File: src/rtl/flasher_sequencer.sv
// Bound-flasher sequencer: flick synchroniser, tick prescaler, main FSM and 5-bit LED counter.
// Latency: flick_in to first LED is SYNC_STAGES+1 edges when TICK_DIV=1; later steps land on prescaler ticks.
// Backpressure: none. flick_in is level-sampled on ticks, so a pulse that is gone before a tick is ignored.
module flasher_sequencer #(
  parameter int unsigned TICK_DIV    = 1,
  parameter int unsigned SYNC_STAGES = 2
) (
  input  logic        clk,
  input  logic        rst,
  input  logic        flick_in,
  output logic [15:0] led,
  output logic [2:0]  state_o,
  output logic [4:0]  counter_o,
  output logic        busy
);

  typedef enum logic [2:0] {
    S_INIT      = 3'd0,
    S_ON0_15    = 3'd1,
    S_OFF15_5   = 3'd2,
    S_ON5_10    = 3'd3,
    S_OFF10_0   = 3'd4,
    S_ON0_5     = 3'd5,
    S_OFF5_0    = 3'd6
  } state_t;

  localparam int unsigned PW = (TICK_DIV > 1) ? $clog2(TICK_DIV) : 1;
  localparam logic [PW-1:0] TICK_LAST = PW'(TICK_DIV - 1);

  logic [PW-1:0]          presc_q, presc_d;
  logic                   tick;
  logic [SYNC_STAGES-1:0] sync_q;
  logic                   flick_s;
  logic                   kick;
  state_t                 state_q, state_d;
  logic [4:0]             counter_q, counter_d;
  logic                   load;
  logic [4:0]             load_val;
  logic [15:0]            led_q, led_d;
  logic                   busy_q;

  assign flick_s = sync_q[SYNC_STAGES-1];

  // Free-running prescaler; tick fires on the last count of each period.
  always_comb begin
    tick    = (presc_q == TICK_LAST);
    presc_d = tick ? '0 : presc_q + PW'(1);
  end

  // Kickback only in the two long descents, at their two reload points.
  always_comb begin
    kick = flick_s && ((state_q == S_OFF15_5) || (state_q == S_OFF10_0)) &&
           ((counter_q == 5'd5) || (counter_q == 5'd0));
  end

  // Next-state and load decisions, evaluated only on tick cycles.
  always_comb begin
    state_d  = state_q;
    load     = 1'b0;
    load_val = 5'd0;
    if (tick) begin
      case (state_q)
        S_INIT:    if (flick_s) state_d = S_ON0_15;
        S_ON0_15:  if (counter_q == 5'd16) state_d = S_OFF15_5;
        S_OFF15_5: begin
          if (kick) begin
            load     = 1'b1;
            load_val = 5'd16;
          end else if (counter_q == 5'd5) begin
            state_d = S_ON5_10;
          end
        end
        S_ON5_10:  if (counter_q == 5'd11) state_d = S_OFF10_0;
        S_OFF10_0: begin
          if (kick) begin
            load     = 1'b1;
            load_val = 5'd11;
          end else if (counter_q == 5'd0) begin
            state_d = S_ON0_5;
          end
        end
        S_ON0_5:   if (counter_q == 5'd6) state_d = S_OFF5_0;
        S_OFF5_0: begin
          if (counter_q == 5'd0) begin
            state_d  = S_INIT;
            load     = 1'b1;
            load_val = 5'd0;
          end
        end
        default:   state_d = S_INIT;
      endcase
    end
  end

  // Counter direction follows the state being entered, so transition ticks already count the new way.
  always_comb begin
    counter_d = counter_q;
    if (tick) begin
      if (load) begin
        counter_d = load_val;
      end else begin
        case (state_d)
          S_ON0_15, S_ON5_10, S_ON0_5: begin
            if (counter_q != 5'd31) counter_d = counter_q + 5'd1;
          end
          S_OFF15_5, S_OFF10_0, S_OFF5_0: begin
            if (counter_q != 5'd0) counter_d = counter_q - 5'd1;
          end
          default: counter_d = counter_q;
        endcase
      end
    end
  end

  // Thermometer code of the next counter value, registered alongside the counter.
  always_comb begin
    led_d = '0;
    for (int i = 0; i < 16; i++) begin
      led_d[i] = (i < int'(counter_d));
    end
  end

  // All state registers; reset wins over any step in progress.
  always_ff @(posedge clk) begin
    if (rst) begin
      presc_q   <= '0;
      sync_q    <= '0;
      state_q   <= S_INIT;
      counter_q <= 5'd0;
      led_q     <= 16'h0000;
      busy_q    <= 1'b0;
    end else begin
      presc_q   <= presc_d;
      sync_q    <= {sync_q[SYNC_STAGES-2:0], flick_in};
      state_q   <= state_d;
      counter_q <= counter_d;
      led_q     <= led_d;
      busy_q    <= (state_d != S_INIT);
    end
  end

  assign led       = led_q;
  assign state_o   = state_q;
  assign counter_o = counter_q;
  assign busy      = busy_q;

endmodule

File: config.mk
export PLATFORM = sky130hd
export DESIGN_NAME = flasher_sequencer
export DESIGN_NICKNAME = d
export VERILOG_FILES = /design/src/rtl/flasher_sequencer.sv
export SDC_FILE = /design/constraint.sdc
export NUM_CORES = 1
export LEC_CHECK = 0
export CORE_MARGIN = 1
export CORE_UTILIZATION = 56
export DETAILED_ROUTE_END_ITERATION = 8
export HOLD_SLACK_MARGIN = 0.15
export PLACE_DENSITY_LB_ADDON = 0.12
export SLEW_MARGIN = 20
export SYNTH_ARGS = -nofsm -noshare
export SYNTH_HDL_FRONTEND = slang
export SYNTH_SLANG_ARGS = --single-unit
File: constraint.sdc
create_clock -name clk -period 8.55 [get_ports clk]
set_clock_uncertainty 0.1 [all_clocks]
set_input_delay 1.2825 -clock clk [delete_from_list [all_inputs] [get_ports clk]]
set_output_delay 1.2825 -clock clk [all_outputs]
set_load 0.01 [all_outputs]
==> reports/qor.yml <==
status: "complete, no violations"
holdWs_ns: 0.355
setup_viol: 0
grt_max_degree: 18
syn_inst: 181
layout-drive-gt1-share_pct: 7.58
wl_per_cell_um: 16.2
post_cts_resized: 0
hold_buffers: 0
vias: 1429
hpwl_um: 2630
initial_utilization_pct: 61.2
num_rows: 18
pin_count: 28
synth.distinct_cells: 56
cts_num_sinks: 27
critical_path_class: "register to register"
hp-class: "register to register"
grt_pass1_vias: 1249
synthFlopType: "dfxtp_1"
syn_to_final_growth_pct: 16.4
leakagePower_nw: 0.664
p_total_uw: 201
numCtsBuffers: 3
power_density_nw_per_um2: 111
grt_first_pass_wirelength_um: 5700
worstPathRequired_ns: 8.65
worstPathArrival_ns: 3.95
fin_util_pct: 71.2
rsz0062_at_grt: "false"
wl_um: 3700
fin_crit_sh_pct: 45.1
timing.slew.headroom_pct: 30.9
place_ws_ns: 4.76
clock_latency_ns: 0.32
drt_first_pass_iters: 5
cts_tree: "built"
n_antenna_cell: 0
worst_slew_pin_slew_ns: 1.04
maxCapViolCount: 0
cts_setup_buffers: 0
layout_min_cycle_time_ns: 3.86
async_reset_ff_share_pct: 0
grt_usage_pct: 27.0
die_area_um2: 3000
dr.first_iter.drc_count: 40
end_kind: "register"
cts_max_path_buffers: 2
clk_transition_reported_paths_ns: 0.13
setup_slack_ns: 4.69
maxSlewViolCount: 0
crit_fanout: 10
drc: 0
max_freq_mhz: 259
syn_avg_cell_area_um2: 8.61
coreArea_um2: 2540
grt_antenna_before_repair: 0
die_w_um: 54.7
grt.overflow.total: 0
finalHoldViolations: 0
avgViaCountPerCell: 6.27
ys_seq_area_share_pct: 34.7
peakVddDrop_mv: 0.117
io_buffers: 27
gp_congestion: 0.886
h-tree-depth: 1
die_h_um: 54.7
antenna_left: 0
synth_nets: 189
synth-seq-cells: 27
totalNegativeSetupSlack_ns: 0
yosysWarnings: 0
synth_edf_count: 0
cp-start-kind: "register"
clock-root-buffer: "clkbuf_4"
mappedNetlistArea_um2: 1560
nets: 207
==> worst paths after layout <==
check | slack, ns | cells after the start | endpoint | from
hold / removal | 0.35 | 1 | sync_q[1] | sync_q[0]
hold reg to reg | 0.35 | 1 | sync_q[1] | sync_q[0]
setup / recovery | 4.69 | 10 | led[0] | counter_o[0]
setup reg to reg | 4.69 | 10 | led[0] | counter_o[0]
==> cell type report <==
cell class / count / area (um^2)
inverter: 8 / 30.0
clock buffer: 4 / 26.3
sequential: 27 / 541
timing repair buffer: 27 / 270
tap: 30 / 37.5
multi-input combinational: 132 / 908
fill: 207 / 732
==> kinds of logic (layout without fill, tap and decap cells) <==
logic type               Yosys count  in the layout  synth area share [%]
AND/OR/NAND/NOR                   73             73                  27.6
AO/OA/AOI/OAI                     49             49                  23.9
flip-flops                        27             27                  34.7
buffers and inverters             22             39                  6.99
adder cells (fa/ha/maj)            5              5                  4.02
multiplexers                       3              3                  2.09
other                              1              1                 0.241
XOR/XNOR                           1              1                 0.562
==> cell usage after synthesis (4+ instances only) <==
cell      number  area [um^2]
dfxtp_1       27          541
nor2_1        15         56.3
nand2_1       13         48.8
inv_1          8         30.0
o211ai_1       8         60.1
clkbuf_1       7         26.3
o21ai_0        7         35.0
a21oi_1        6         30.0
nor3_1         6         30.0
ha_1           5         62.6
nand3_1        5         25.0
nor2b_1        5         31.3
nand2b_1       4         25.0
==> critical path: stages, from the launching register on <==
cell and delay (ns):
dfxtp_1 0.41, inv_1 0.16, ha_1 0.27, nor4b_4 0.54, o22ai_1 0.20, a311oi_2 0.42, o2bb2ai_2 0.19, nand2b_1 0.18
a222oi_1 0.85, and2_1 0.29, a41oi_1 0.12
==> per-layer routing <==
metal	track usage, %	routed length, um
met1	34.0	1640
met2	44.0	1760
met3	3.33	209
met4	15.0	85
met5	0	0
==> through the flow <==
step / cells / area, um^2
after floorplan: 181 / 1560
after global placement: 224 / 1790
after detailed placement: 224 / 1790
after CTS: 228 / 1810
after global routing: 228 / 1810
final: 228 / 1810
==> sequential cells by signal, summed over array words and instances (netlist names) <==
register and cells:
led 15, state_o 3, counter_o 5, busy 1, presc_q 1, sync_q 2
==> power by group <==
group	switching (mW)	internal, mW
registers	0.00258	0.127
clock network	0.0356	0.0183
logic	0.00938	0.00818
total	0.0475	0.154
==> placed cells by master, fill, tap and decap left out, types with 2 or more instances in the layout <==
cell type,instances
a21o_1,2
a21oi_1,6
a31oi_1,3
a32oi_1,2
and2_1,3
clkbuf_4,3
clkdlybuf4s50_1,27
dfxtp_1,27
ha_1,5
inv_1,8
mux2_2,2
nand2_1,13
nand2b_1,4
nand3_1,5
nand4_1,2
nand4b_1,2
nand4bb_1,2
nor2_1,15
nor2b_1,5
nor3_1,6
nor3b_1,2
o211ai_1,8
o21a_1,2
o21ai_0,7
o31ai_1,3
o32ai_1,2
or2_2,3
or4_1,2
(Power assumes the default switching activity.)
